### config.mk
export PLATFORM = sky130hd
export DESIGN_NAME = input_logic_rmw_mem_datos
export DESIGN_NICKNAME = d
export VERILOG_FILES = /design/src/rtl/input_logic_rmw_mem_datos.sv
export SDC_FILE = /design/constraint.sdc
export NUM_CORES = 1
export LEC_CHECK = 0
export BUFFER_PORTS_ARGS = -buffer_cell sky130_fd_sc_hd__buf_2
export CORE_ASPECT_RATIO = 1.2
export CORE_MARGIN = 5
export CORE_UTILIZATION = 34
export CTS_BUF_LIST = sky130_fd_sc_hd__clkbuf_8
export DETAILED_ROUTE_END_ITERATION = 16
export PLACE_DENSITY_LB_ADDON = 0.1
export SETUP_SLACK_MARGIN = 0.02
export SLEW_MARGIN = 20
export SYNTH_ARGS = -nofsm -noshare
export SYNTH_HDL_FRONTEND = slang
export SYNTH_SLANG_ARGS = --single-unit
### constraint.sdc
create_clock -name i_clock -period 7 [get_ports i_clock]
set_input_delay 1.4 -clock i_clock [delete_from_list [all_inputs] [get_ports i_clock]]
set_output_delay 1.4 -clock i_clock [all_outputs]
set_load 0.05 [all_outputs]
### src/rtl/input_logic_rmw_mem_datos.sv
// Store path of the MEM stage. Turns SB/SH/SW requests into word writes to the
// data memory. Sub-word stores use a read-modify-write sequence:
// READ, then WAIT (capture the read word), then WRITE the merged word.
// Optional macro STORE_BYTE_ENABLE_EN adds the o_mem_byte_en port. With it
// defined, every aligned store is a single write with lane-replicated data.
module input_logic_rmw_mem_datos #(
  parameter int INPUT_OUTPUT_LENGTH             = 32,
  parameter int CANT_BITS_SELECT_BYTES_MEM_DATA = 3,
  parameter int CANT_COLUMNAS_MEM_DATOS         = 4,
  parameter int CANT_BITS_ADDR                  = 11
) (
  input  logic                                       i_clock,
  input  logic                                       i_reset,
  input  logic                                       i_valid,
  input  logic [CANT_BITS_SELECT_BYTES_MEM_DATA-1:0] i_select_op,
  input  logic [CANT_BITS_ADDR-1:0]                  i_address_word,
  input  logic [$clog2(CANT_COLUMNAS_MEM_DATOS)-1:0] i_address_mem_LSB,
  input  logic [INPUT_OUTPUT_LENGTH-1:0]             i_dato,
  input  logic [INPUT_OUTPUT_LENGTH-1:0]             i_mem_rdata,
  output logic [CANT_BITS_ADDR-1:0]                  o_mem_addr,
  output logic                                       o_mem_re,
  output logic                                       o_mem_we,
  output logic [INPUT_OUTPUT_LENGTH-1:0]             o_mem_wdata,
  output logic                                       o_busy,
  output logic                                       o_done,
  output logic                                       o_misaligned
`ifdef STORE_BYTE_ENABLE_EN
  ,
  output logic [CANT_COLUMNAS_MEM_DATOS-1:0]         o_mem_byte_en
`endif
);

  localparam int W     = INPUT_OUTPUT_LENGTH;
  localparam int COL   = CANT_COLUMNAS_MEM_DATOS;
  localparam int LSB_W = $clog2(CANT_COLUMNAS_MEM_DATOS);

  localparam logic [1:0] SZ_NONE = 2'd0;
  localparam logic [1:0] SZ_BYTE = 2'd1;
  localparam logic [1:0] SZ_HALF = 2'd2;
  localparam logic [1:0] SZ_WORD = 2'd3;

  typedef enum logic [2:0] {IDLE, READ, WAIT, WRITE, ERR} state_t;

  state_t              state_q, state_d;
  logic [CANT_BITS_ADDR-1:0] addr_q, addr_d;
  logic [LSB_W-1:0]    lsb_q, lsb_d;
  logic [1:0]          size_q, size_d;
  logic [W-1:0]        dato_q, dato_d;
  logic [W-1:0]        rdata_q, rdata_d;

  logic [1:0]          req_size;
  logic                req_misaligned;

  // The sign bit of the select only matters for loads.
  logic unused_sign;
  assign unused_sign = i_select_op[CANT_BITS_SELECT_BYTES_MEM_DATA-1];

  assign req_size       = i_select_op[1:0];
  assign req_misaligned = ((req_size == SZ_HALF) && i_address_mem_LSB[0]) ||
                          ((req_size == SZ_WORD) && (i_address_mem_LSB != '0));

  // State and captured request. Reset drops any in-flight request.
  always_ff @(posedge i_clock or posedge i_reset) begin
    if (i_reset) begin
      state_q <= IDLE;
      addr_q  <= '0;
      lsb_q   <= '0;
      size_q  <= '0;
      dato_q  <= '0;
      rdata_q <= '0;
    end else begin
      state_q <= state_d;
      addr_q  <= addr_d;
      lsb_q   <= lsb_d;
      size_q  <= size_d;
      dato_q  <= dato_d;
      rdata_q <= rdata_d;
    end
  end

  // Next state: requests are only looked at in IDLE, so i_valid while busy is dropped.
  always_comb begin
    state_d = state_q;
    addr_d  = addr_q;
    lsb_d   = lsb_q;
    size_d  = size_q;
    dato_d  = dato_q;
    rdata_d = rdata_q;
    unique case (state_q)
      IDLE: begin
        if (i_valid && (req_size != SZ_NONE)) begin
          addr_d = i_address_word;
          lsb_d  = i_address_mem_LSB;
          size_d = req_size;
          dato_d = i_dato;
          if (req_misaligned)
            state_d = ERR;
`ifdef STORE_BYTE_ENABLE_EN
          else
            state_d = WRITE;
`else
          else if (req_size == SZ_WORD)
            state_d = WRITE;
          else
            state_d = READ;
`endif
        end
      end
      READ:  state_d = WAIT;
      WAIT: begin
        // Read data arrives one cycle after the read strobe.
        rdata_d = i_mem_rdata;
        state_d = WRITE;
      end
      WRITE: state_d = IDLE;
      ERR:   state_d = IDLE;
      default: state_d = IDLE;
    endcase
  end

`ifdef STORE_BYTE_ENABLE_EN
  logic unused_rdata;
  assign unused_rdata = ^{i_mem_rdata, rdata_q};
`endif

  // Outputs decode the registered state; write data is formed only in WRITE.
  always_comb begin
    logic [W-1:0] mask;
    logic [W-1:0] lane;
    o_mem_re     = (state_q == READ);
    o_mem_we     = (state_q == WRITE);
    o_done       = (state_q == WRITE);
    o_misaligned = (state_q == ERR);
    o_busy       = (state_q != IDLE);
    o_mem_addr   = (state_q != IDLE) ? addr_q : '0;
    o_mem_wdata  = '0;
    mask         = '0;
    lane         = '0;
`ifdef STORE_BYTE_ENABLE_EN
    o_mem_byte_en = '0;
    if (state_q == WRITE) begin
      unique case (size_q)
        SZ_BYTE: begin
          o_mem_wdata   = {COL{dato_q[7:0]}};
          o_mem_byte_en = COL'(1) << lsb_q;
        end
        SZ_HALF: begin
          o_mem_wdata   = {(COL/2){dato_q[15:0]}};
          o_mem_byte_en = COL'(3) << lsb_q;
        end
        default: begin
          o_mem_wdata   = dato_q;
          o_mem_byte_en = '1;
        end
      endcase
    end
`else
    if (state_q == WRITE) begin
      unique case (size_q)
        SZ_BYTE: begin
          mask = W'(8'hFF) << {lsb_q, 3'b000};
          lane = W'(dato_q[7:0]) << {lsb_q, 3'b000};
          o_mem_wdata = (rdata_q & ~mask) | (lane & mask);
        end
        SZ_HALF: begin
          mask = W'(16'hFFFF) << {lsb_q[LSB_W-1:1], 4'b0000};
          lane = W'(dato_q[15:0]) << {lsb_q[LSB_W-1:1], 4'b0000};
          o_mem_wdata = (rdata_q & ~mask) | (lane & mask);
        end
        default: o_mem_wdata = dato_q;
      endcase
    end
`endif
  end

endmodule
# Word-level counts from Yosys, hierarchy flattened
# Index checks and enable logic that the tools add are counted.
[totals] word_cells=43 reg_bits=82 output_inout_bits=48 inputBits=83
[classes] bitwise_logic=8 reduce_logical=9 mux=7 shifts=4 n_eq_ne=9
[ops] op="32-bit AND" n=4
[ops] op="32-bit NOT" n=2
[ops] op="32-bit OR" n=2
[ops] op="32-bit case mux with 2 select lines" n=1
[ops] op="32-bit two-way mux" n=1
[ops] op="16-bit by 5-bit << shifter with 32-bit output" n=1
[ops] op="16-bit by 5-bit << shifter with 32-bit output (first input constant)" n=1
[ops] op="8-bit by 5-bit << shifter with 32-bit output" n=1
[ops] op="8-bit by 5-bit << shifter with 32-bit output (first input constant)" n=1
[ops] op="11-bit two-way mux" n=1
[ops] op="3-bit case mux with 3 select lines" n=1
[ops] op="2-bit equality test (second input constant)" n=3
[ops] op="3-bit by 2-bit equality test with 1-bit output (second input constant)" n=2
[ops] op="3-bit two-way mux" n=2
[ops] op="2-bit nonzero test" n=2
[ops] op="3-bit by 1-bit equality test with 1-bit output (second input constant)" n=1
[ops] op="3-bit equality test (second input constant)" n=1
[ops] op="1-bit logical AND" n=3
[ops] op="3-bit zero test" n=1
[ops] op="3-bit nonzero test" n=1
[ops] op="2-bit by 1-bit equality test with 1-bit output (second input constant)" n=1
[ops] op="2-bit two-way mux" n=1
[ops] op="2-bit inequality test (second input constant)" n=1
[ops] op="2-bit AND reduction" n=1
[ops] op="1-bit logical OR" n=1

# Longest topological paths before layout
[depth] word_depth=6 depth_mapped=7 ltp_nobuf=4

# Least setup slack after synthesis
# No wires, ideal clock.
[synth_path] kind="register to output" from="register size_q[0]" to="output o_mem_wdata[10]" required_ns=5.600 path_slack_ns=3.277 path_stages_with_launch=7 path_buffers=2 arrival_time_ns=2.323 path_cell_list="dfrtp_1 > inv_1 > ha_1 > clkbuf_1 > clkbuf_1 > a221oi_1 > nor3_1"
[synth_between] elab_chain_len=3 word_cells_on_any_way=4 classes_between="2 x eq/ne; 2 x mux"
[synth_rtl] element="start: declaration" line_no="47" rtl="logic [1:0] size_q, size_d;"
[synth_rtl] element="start signal: assignment" line_no="75" rtl="size_q <= size_d;"
[synth_rtl] element="2-bit equality test / 2-bit by 1-bit equality test with 1-bit output (equally long branches)"
[synth_rtl] element="32-bit case mux with 2 select lines *" line_no="159" rtl="unique case (size_q)"
[synth_rtl] element="32-bit two-way mux *" line_no="158" rtl="if (state_q == WRITE) begin"
[synth_rtl] element="end: declaration" line_no="23" rtl="output logic [INPUT_OUTPUT_LENGTH-1:0] o_mem_wdata,"
# Every way passes the cells marked *; elsewhere a longest branch is shown, timed or not.

# Final worst setup path
[layout_path] from="register lsb_q[1]" to="output o_mem_wdata[11]"
[layout_between] elab_chain_len=6 word_cells_on_any_way=14 classes_between="4 x shift; 2 x mux; 8 x bitwise"
[layout_rtl] element="start: declaration" line_no="46" rtl="logic [LSB_W-1:0] lsb_q, lsb_d;"
[layout_rtl] element="start signal: assignment" line_no="74" rtl="lsb_q <= lsb_d;"
[layout_rtl] element="16-bit by 5-bit << shifter with 32-bit output / 8-bit by 5-bit << shifter with 32-bit output (equally long branches)" line_no="166, 161"
[layout_rtl] element="32-bit NOT (on tied branches)" line_no="168, 163"
[layout_rtl] element="32-bit AND (on tied branches)" line_no="168, 163"
[layout_rtl] element="32-bit OR (on tied branches)" line_no="168, 163"
[layout_rtl] element="32-bit case mux with 2 select lines *" line_no="159"
[layout_rtl] element="32-bit two-way mux *" line_no="158"
# Marks and branches as above.

==> impl_metrics.tcl <==
set metrics [dict create \
    synth_cell_types 25 \
    ir_drop_uv 276 \
    grt_usage_pct 16.5 \
    worst_pin_slew_ps 1090 \
    rsz0062_at_grt "false" \
    start_util_pct 34.4 \
    grt_pass1_vias 3781 \
    nets 592 \
    drtPass1Iterations 4 \
    power_mw 3.34 \
    die_w_um 118 \
    place_hpwl_mm 9.16 \
    vias 3516 \
    cts_tree "yes" \
    setup_violations 0 \
    p_per_area_nw_per_um2 591 \
    cap_violations 0 \
    grt_use_met2_pct 27.1 \
    cts.sinks 82 \
    setup_slack_ps 2790 \
    cp_max_fo 36 \
    grt_pass1_wl_mm 21.3 \
    wl_per_cell_um 19.6 \
    viasPerCell 5.15 \
    cts_max_path_buffers 2 \
    drt_wl_total_mm 13.4 \
    gp_congestion 0.747 \
    slew_headroom_pct 27.0 \
    dieArea_sq_um 16300 \
    core_sq_um 13700 \
    cp.arrival_ps 2810 \
    antennaDiodeCount 0 \
    startpoint_type "register" \
    dp.cells 667 \
    final_util_pct 41.2 \
    synth_warnings 0 \
    antenna_found_initial 0 \
    synth_top_area_share_pct 43.5 \
    ys_ff_latch 82 \
    use_met3_pct 4.32 \
    syn_inst 395 \
    status "finished clean" \
    cts_max_level 3 \
    skew_ps 11.5 \
    ys_seq_area_share_pct 43.5 \
    fin_tns_setup_ps 0 \
    busiest_layer "met2" \
    final_max_slew_viol_count 0 \
    clk_latency_ps 370 \
    ant_nets 0 \
    syn_area_sq_um 4720 \
    p_leak_nw 2.50 \
    placed_area_sq_um 5460 \
    final_area_sq_um 5650 \
    worst_ep_required_time_ps 5600 \
    clk_pin_slew_ps 80 \
    dp_slack_ps 3120 \
    holdBufCountCts 0 \
    hold_violations 0 \
    syn_avg_cell_area_sq_um 11.9 \
    drt_iter0_drc 170 \
    ioPinCount 131 \
    min_period_over_period_pct 60.1 \
    grt_max_degree 65 \
    drive_gt1_share_pct 43.9 \
    die_h_um 139 \
    end_kind "output pin" \
    rows 47 \
    holdWs_ps 481 \
    synth_area_leaders "dfrtp_1 43%, mux2_1 17%, mux2_2 16%" \
    fin_cells 683 \
    portBuffers 129 \
    drc_errors 0 \
    grt_overflow 0 \
    post-cts-setup-buffers 0 \
    hold_path.class "register to register" \
    cts_buffers 9 \
    cts_resized 0 \
    syn2layout_area_growth_pct 19.7 \
    use_met1_pct 21.1 \
    max_freq_mhz 238 \
    path_class "register to output pin" \
    ctsRootBufferMaster "clkbuf_8" \
    syn-num-nets 480 \
    synth_largest_area_cell "dfrtp_1" \
    min_period_ps 4210 \
]
==> cell families after synthesis <==
| kind of cell | count (synthesis) | synth area share, % |
|---|---|---|
| simple gates | 92 | 11.4 |
| fa+ha+maj | 2 | 0.530 |
| flops | 82 | 43.5 |
| mux | 141 | 33.6 |
| buf+inv | 38 | 3.92 |
| compound gates | 40 | 7.00 |
==> Yosys cell counts (all sizes together) <==
cell type,count
clkbuf,18
inv,4
nor2,2
a21o,1
nor3,35
or3,1
nor3b,3
a211oi,2
o21a,1
and2,11
nor2b,34
buf,16
dfrtp,82
nand3b,1
o21ai,3
mux2,141
a21oi,1
ha,2
a221oi,32
nand2,5
==> path summary, 6_finish.rpt <==
| check | start | slack [ps] | to | cells after the start |
|---|---|---|---|---|
| min reg2reg | addr_q[4] | 480 | addr_q[4] | 1 |
| min | addr_q[4] | 480 | addr_q[4] | 1 |
| min in group asynchronous | i_reset | 1010 | dato_q[21] | 2 |
| max | lsb_q[1] | 2790 | o_mem_wdata[11] | 6 |
| max reg2reg | state_q[1] | 4450 | dato_q[2] | 4 |
| max in group asynchronous | i_reset | 4850 | rdata_q[24] | 3 |
==> cell usage in the layout, fill, tap and decap left out <==
master	count
a211oi_1	2
a21o_1	1
a21oi_1	1
a221oi_1	32
and2_1	11
buf_2	129
buf_4	6
bufinv_16	1
clkbuf_8	9
clkinv_2	5
clkinvlp_4	1
dfrtp_1	82
ha_1	1
ha_2	1
inv_1	4
mux2_1	72
mux2_2	69
nand2_1	5
nand3b_1	1
nor2_2	1
nor2_4	1
nor2b_1	34
nor3_1	35
nor3b_1	2
nor3b_4	1
o21a_1	1
o21ai_1	3
or3_4	1
==> registers in the layout, indices dropped and copies added (netlist names) <==
register  flops
addr_q       11
lsb_q         2
dato_q       32
rdata_q      32
state_q       3
size_q        2
==> routing by layer <==
metal / part of all wire, % / vias up
li1: - / 1683
met1: 44 / 1738
met2: 49 / 83
met3: 4.6 / 12
met4: 1.7 / 0
met5: 0 / -
==> cell type report <==
class	count	area, sq um
clock buffer	9	124
sequential	82	2050
tap	171	214
multi-input combinational	275	2490
fill	1365	8050
timing repair buffer	135	691
clock inverter	7	61.3
inverter	4	16.3
==> critical path, cell delays in order (launching register included) <==
cell	delay, ps
dfrtp_1	370
buf_4	300
nor2b_1	720
mux2_2	410
a221oi_1	310
nor3_1	110
buf_2	230
==> report_power, final <==
group / switching [mW] / total, mW / internal, mW
sequential: 0.217 / 0.933 / 0.715
combinational: 1.23 / 2.06 / 0.828
clock: 0.180 / 0.342 / 0.161
total: 1.63 / 3.34 / 1.70
No activity file was read; power rests on OpenSTA's default activity.
